### src/rtl/tl_ns_reg_pkg.sv
// Shared constants for the traffic-light controller: state codes and light codes.
// Imported by the next-state/register block, the dwell timer, and the output decoder.
package tl_ns_reg_pkg;

  // State codes carried on q; the top bit selects street A (0) or B (1).
  localparam logic [2:0] S0 = 3'b000;  // A green
  localparam logic [2:0] S1 = 3'b001;  // A yellow
  localparam logic [2:0] S2 = 3'b010;  // A left
  localparam logic [2:0] S3 = 3'b011;  // A yellow after left
  localparam logic [2:0] S4 = 3'b100;  // B green
  localparam logic [2:0] S5 = 3'b101;  // B yellow
  localparam logic [2:0] S6 = 3'b110;  // B left
  localparam logic [2:0] S7 = 3'b111;  // B yellow after left

  // Light codes decoded downstream from q.
  typedef enum logic [1:0] {
    LIGHT_GREEN  = 2'b00,
    LIGHT_YELLOW = 2'b01,
    LIGHT_LEFT   = 2'b10,
    LIGHT_RED    = 2'b11
  } light_t;

  // True for the two left-turn phases.
  function automatic logic is_left(input logic [2:0] s);
    return (s == S2) || (s == S6);
  endfunction

endpackage

### src/rtl/tl_timer.sv
// Dwell timer: counts cycles spent in the current state, saturating at all-ones.
// Cleared synchronously by reset or by clr (asserted on the edge where q changes).
module tl_timer #(
  parameter int CNT_W = 4
) (
  input  logic             clk,
  input  logic             reset,
  input  logic             clr,
  output logic [CNT_W-1:0] cnt
);

  localparam logic [CNT_W-1:0] CNT_MAX = {CNT_W{1'b1}};

  always_ff @(posedge clk) begin
    if (reset || clr) begin
      cnt <= '0;
    end else if (cnt != CNT_MAX) begin
      cnt <= cnt + 1'b1;
    end
  end

endmodule

### src/rtl/tl_ns_reg.sv
// Next-state logic, state register and left-turn request latches for the
// traffic-light controller; q feeds the downstream light decoder.
module tl_ns_reg
  import tl_ns_reg_pkg::*;
#(
  parameter int GREEN_MIN  = 4,
  parameter int YELLOW_CYC = 2,
  parameter int LEFT_CYC   = 3,
  parameter int CNT_W      = 4
) (
  input  logic       clk,
  input  logic       reset,
  input  logic       Ta,
  input  logic       Tb,
  input  logic       Lta,
  input  logic       Ltb,
  output logic [2:0] q,
  output logic       lreq_a,
  output logic       lreq_b
);

  // Terminal counts: the timer reads N-1 during the last cycle of an N-cycle dwell.
  localparam logic [CNT_W-1:0] GREEN_LAST  = CNT_W'(GREEN_MIN - 1);
  localparam logic [CNT_W-1:0] YELLOW_LAST = CNT_W'(YELLOW_CYC - 1);
  localparam logic [CNT_W-1:0] LEFT_LAST   = CNT_W'(LEFT_CYC - 1);

  logic [2:0]       q_next;
  logic [CNT_W-1:0] tmr;
  logic             tmr_clr;
  logic             green_done;
  logic             yellow_done;
  logic             left_done;
  logic             enter_s2;
  logic             enter_s6;

  assign green_done  = (tmr >= GREEN_LAST);
  assign yellow_done = (tmr == YELLOW_LAST);
  assign left_done   = (tmr == LEFT_LAST);

  // A request arriving in the same cycle as the yellow exit is still honoured.
  always_comb begin
    q_next = q;
    case (q)
      S0: if (green_done && !Ta) q_next = S1;
      S1: if (yellow_done)       q_next = (lreq_a || Lta) ? S2 : S4;
      S2: if (left_done)         q_next = S3;
      S3: if (yellow_done)       q_next = S4;
      S4: if (green_done && !Tb) q_next = S5;
      S5: if (yellow_done)       q_next = (lreq_b || Ltb) ? S6 : S0;
      S6: if (left_done)         q_next = S7;
      S7: if (yellow_done)       q_next = S0;
      default:                   q_next = S0;
    endcase
  end

  assign tmr_clr  = (q_next != q);
  assign enter_s2 = (q_next == S2) && (q != S2);
  assign enter_s6 = (q_next == S6) && (q != S6);

  tl_timer #(
    .CNT_W (CNT_W)
  ) u_timer (
    .clk   (clk),
    .reset (reset),
    .clr   (tmr_clr),
    .cnt   (tmr)
  );

  always_ff @(posedge clk) begin
    if (reset) begin
      q <= S0;
    end else begin
      q <= q_next;
    end
  end

  // Entering the left phase consumes the request; requests during it are dropped.
  always_ff @(posedge clk) begin
    if (reset) begin
      lreq_a <= 1'b0;
      lreq_b <= 1'b0;
    end else begin
      if (enter_s2) begin
        lreq_a <= 1'b0;
      end else if (Lta && !is_left(q) || Lta && q == S6) begin
        lreq_a <= 1'b1;
      end
      if (enter_s6) begin
        lreq_b <= 1'b0;
      end else if (Ltb && q != S6) begin
        lreq_b <= 1'b1;
      end
    end
  end

endmodule

### config.mk
export PLATFORM = sky130hd
export DESIGN_NAME = tl_ns_reg
export DESIGN_NICKNAME = d
export VERILOG_FILES = /design/src/rtl/tl_ns_reg_pkg.sv /design/src/rtl/tl_timer.sv /design/src/rtl/tl_ns_reg.sv
export SDC_FILE = /design/constraint.sdc
export NUM_CORES = 1
export LEC_CHECK = 0
export BUFFER_PORTS_ARGS = -buffer_cell sky130_fd_sc_hd__buf_2
export CAP_MARGIN = 10
export CORE_AREA = 2 2 39 41
export DETAILED_ROUTE_END_ITERATION = 8
export DIE_AREA = 0 0 41 43
export HOLD_SLACK_MARGIN = 0.12
export PLACE_DENSITY = 0.72
export SLEW_MARGIN = 20
export SYNTH_ARGS = -nofsm -noshare
export SYNTH_HDL_FRONTEND = slang
export SYNTH_HIERARCHICAL = 1
export SYNTH_SLANG_ARGS = --single-unit
### constraint.sdc
create_clock -name clk -period 2.3 [get_ports clk]
set_input_delay 0.115 -clock clk [delete_from_list [all_inputs] [get_ports clk]]
set_output_delay 0.115 -clock clk [all_outputs]
set_load 0.1 [all_outputs]
==> results.txt <==
Worst Hold Slack = 0.1654 ns
Grt total ovfl = 0
Pre-Repair DR Iteration Count = 5
Worst reg2reg endpoint = lreq_a
Max-Cap Viols = 0
P&R area growth vs syn = 18.48%
Reg power frac = 41.3%
Final Hold Viols = 0
Status = complete, no violations
Layout fillers = 130
#FFs+latches synth = 9
Switch share = 40.16%
Chip Width = 41 µm
Post-CTS Setup Bufs = 0
Clk buf depth = 2
FF-to-FF path depth = 4
Wire per inst = 12.56 µm
Kind of critical path = flop to flop
Critical path data required time = 2.46 ns
Highest clock rate = 536.5 MHz
Full die area = 1763 µm²
Total Wirelength = 1181 µm
Peak VDD IR = 0.0002650 V
CP max FO = 10
Worst Hold Path EP = lreq_b
Dpl hpwl = 815.4 µm
CTS Sinks = 9
FF/Latch Area = 182.7 µm²
Row count = 14
Vias in the first global route = 492
Final Slew Violations = 0
Hold_sp = Ltb
Setup ws final = 0.4362 ns
CP Launch Type = flop
Final period util = 81.03%
Cell variety after synth = 36
Inserted Diodes = 0
CP startpoint = u_timer/cnt[2]
Yosys Warn Count = 6
Worst hold path class = primary input to flop
P_int = 0.2966 mW
Initial antenna violation count = 0
R2r startpoint = u_timer/cnt[2]
RSZ-0062 raised after global routing = no
Least-Margin Pin Slew = 0.4879 ns
CTS tree = built
Multi-input gate area = 341.6 µm²
Flop-to-flop setup slack = 0.44 ns
Total Power = 0.4957 mW
CTS Root Cell = clkbuf_4
DRC Markers = 0
PD cells = 772.3 nW/µm²
# H-tree levels = 1
Relative slew slack = 67.70%
Switching power = 0.1991 mW
Largest net degree at the start of global routing = 11
Syn Area/Cell = 8.335 µm²
Clock power share = 25.8%
Worst Hold Depth = 3
Leakage = 0.2514 nW
Post-synthesis sequential area ratio = 33.26%
Mapped cell area = 541.8 µm²
Final Instance Area = 641.9 µm²
I/O pins = 11
Die Height = 43 µm
Clock latency on the worst-skew pair = 0.27 ns
Via count = 557
Logic gate share of total power = 32.9%
Placed Area = 605.6 µm²
Critical Path AT = 2.02 ns
GRT Overall Usage = 17.00%
Via density = 5.926
Fin crit period = 1.864 ns
Final estimated routing congestion in global placement = 0.7258
Clk slew on worst S/H paths = 0.06 ns
Layout cell share with drive strength beyond 1 = 23.08%
Fin Setup TNS = 0 ns
Nets@finish = 86
Final setup viols = 0
Remaining antenna violation count = 0
DR iter-0 viols = 25
Post-synthesis cell count = 65
Core box area = 1384 µm²
Place WS = 0.4522 ns
Endpoint class of the critical path = flop
Syn nets = 72
Clock Skew = 0.001242 ns
Initial Util = 39.15%
Global-route wire length before repair = 1959 µm
CTS Buf Count = 3
Port Buf Inserts = 10
Yosys cell counts (all sizes together):
master / count / area, µm²
o221ai: 2 / 17.52
ha: 1 / 12.51
nand2b: 2 / 12.51
nor3b: 2 / 15.01
mux2: 1 / 11.26
clkbuf: 1 / 3.750
nand4: 1 / 6.260
a31oi: 1 / 6.260
o21bai: 1 / 7.510
nand3: 1 / 5.000
nor3: 6 / 30.03
a32oi: 1 / 8.760
a211oi: 4 / 35.03
buf: 1 / 5.000
nand2: 2 / 7.510
or2: 2 / 12.52
nor2: 7 / 26.28
mux2i: 1 / 10.01
inv: 3 / 11.26
nor2b: 1 / 6.260
o31a: 1 / 8.760
a211o: 1 / 8.760
or2b: 1 / 7.510
o22ai: 1 / 6.260
and3b: 1 / 10.01
a31o: 1 / 8.760
dfxtp: 9 / 180.2
and4b: 1 / 10.01
o21ai: 2 / 10.01
and3: 1 / 6.260
a21oi: 2 / 10.01
and2b: 1 / 7.510
or3b: 1 / 8.760
nor4b: 1 / 8.760
repair_timing:
action | in CTS | in global routing
endpoints found under the hold margin | 3 | 0
hold buffers | 1 | 0
gates resized for setup | 0 | 0
registers in the layout, summed over array words and instances (netlist names):
signal,flops
u_timer/cnt,4
q,3
lreq_a,1
lreq_b,1
power groups by stage:
stage	combinational [mW]	clock, mW	sequential (mW)
2_1_floorplan	0.0801	0	0.256
3_3_place_gp	0.159	0	0.207
3_5_place_dp	0.160	0	0.207
4_1_cts	0.162	0.135	0.204
5_1_grt	0.178	0.138	0.209
6_report	0.163	0.128	0.205
worst max path at each step:
stage,slack (ns),endpoint
floorplan,0.19,lreq_a
global placement,0.49,lreq_a
detailed placement,0.45,lreq_a
CTS,0.44,lreq_a
global route,0.35,lreq_a
finish,0.44,lreq_a
per-layer routing:
layer / wire, µm / vias up / global-route usage (%) / share of wire, %
met2: 568 / 16 / 24.38 / 48
met3: 46 / 6 / 4.712 / 3.9
met1: 534 / 262 / 19.74 / 45
met5: 0 / - / 0 / 0
li1: - / 273 / - / -
met4: 31 / 0 / 14.00 / 2.6
layout make-up:
| type | instances | share of cell area [%] |
|---|---|---|
| inverters | 3 | 1.754 |
| multi-input cells | 51 | 53.22 |
| repair buffers | 11 | 9.357 |
| flip-flops and latches | 9 | 28.46 |
| well taps | 16 | 3.119 |
| clock buffers | 4 | 4.094 |
worst max-delay path: stages, from the launching register on:
cell and delay, ns:
dfxtp_1 0.39, or3b_1 0.43, or2_0 0.31, a211o_1 0.34, o31a_1 0.29
logic make-up (layout without fill, tap and decap cells):
family | count (synthesis) | after routing | share of synthesized area (%)
simple gates | 31 | 31 | 33.26
compound gates | 17 | 17 | 23.56
flops | 9 | 9 | 33.26
buf+inv | 5 | 18 | 3.693
mux | 2 | 2 | 3.926
fa+ha+maj | 1 | 1 | 2.309
layout by cell type (no fill, tap or decap), drive strengths merged, types with 2 or more instances in the layout:
cell type / netlist / layout
buf: 1 / 10
dfxtp: 9 / 9
nor2: 7 / 7
nor3: 6 / 6
a211oi: 4 / 4
clkbuf: 1 / 4
inv: 3 / 3
nand2: 2 / 2
nand2b: 2 / 2
o221ai: 2 / 2
a21oi: 2 / 2
o21ai: 2 / 2
nor3b: 2 / 2
or2: 2 / 2
metrics by stage:
step	utilization [%]	std cells
2_1_floorplan	-	65
3_3_place_gp	43.76	89
3_5_place_dp	43.76	89
4_1_cts	46.38	94
5_1_grt	46.38	94
6_report	46.38	94
No activity file was read; power rests on OpenSTA's default activity.
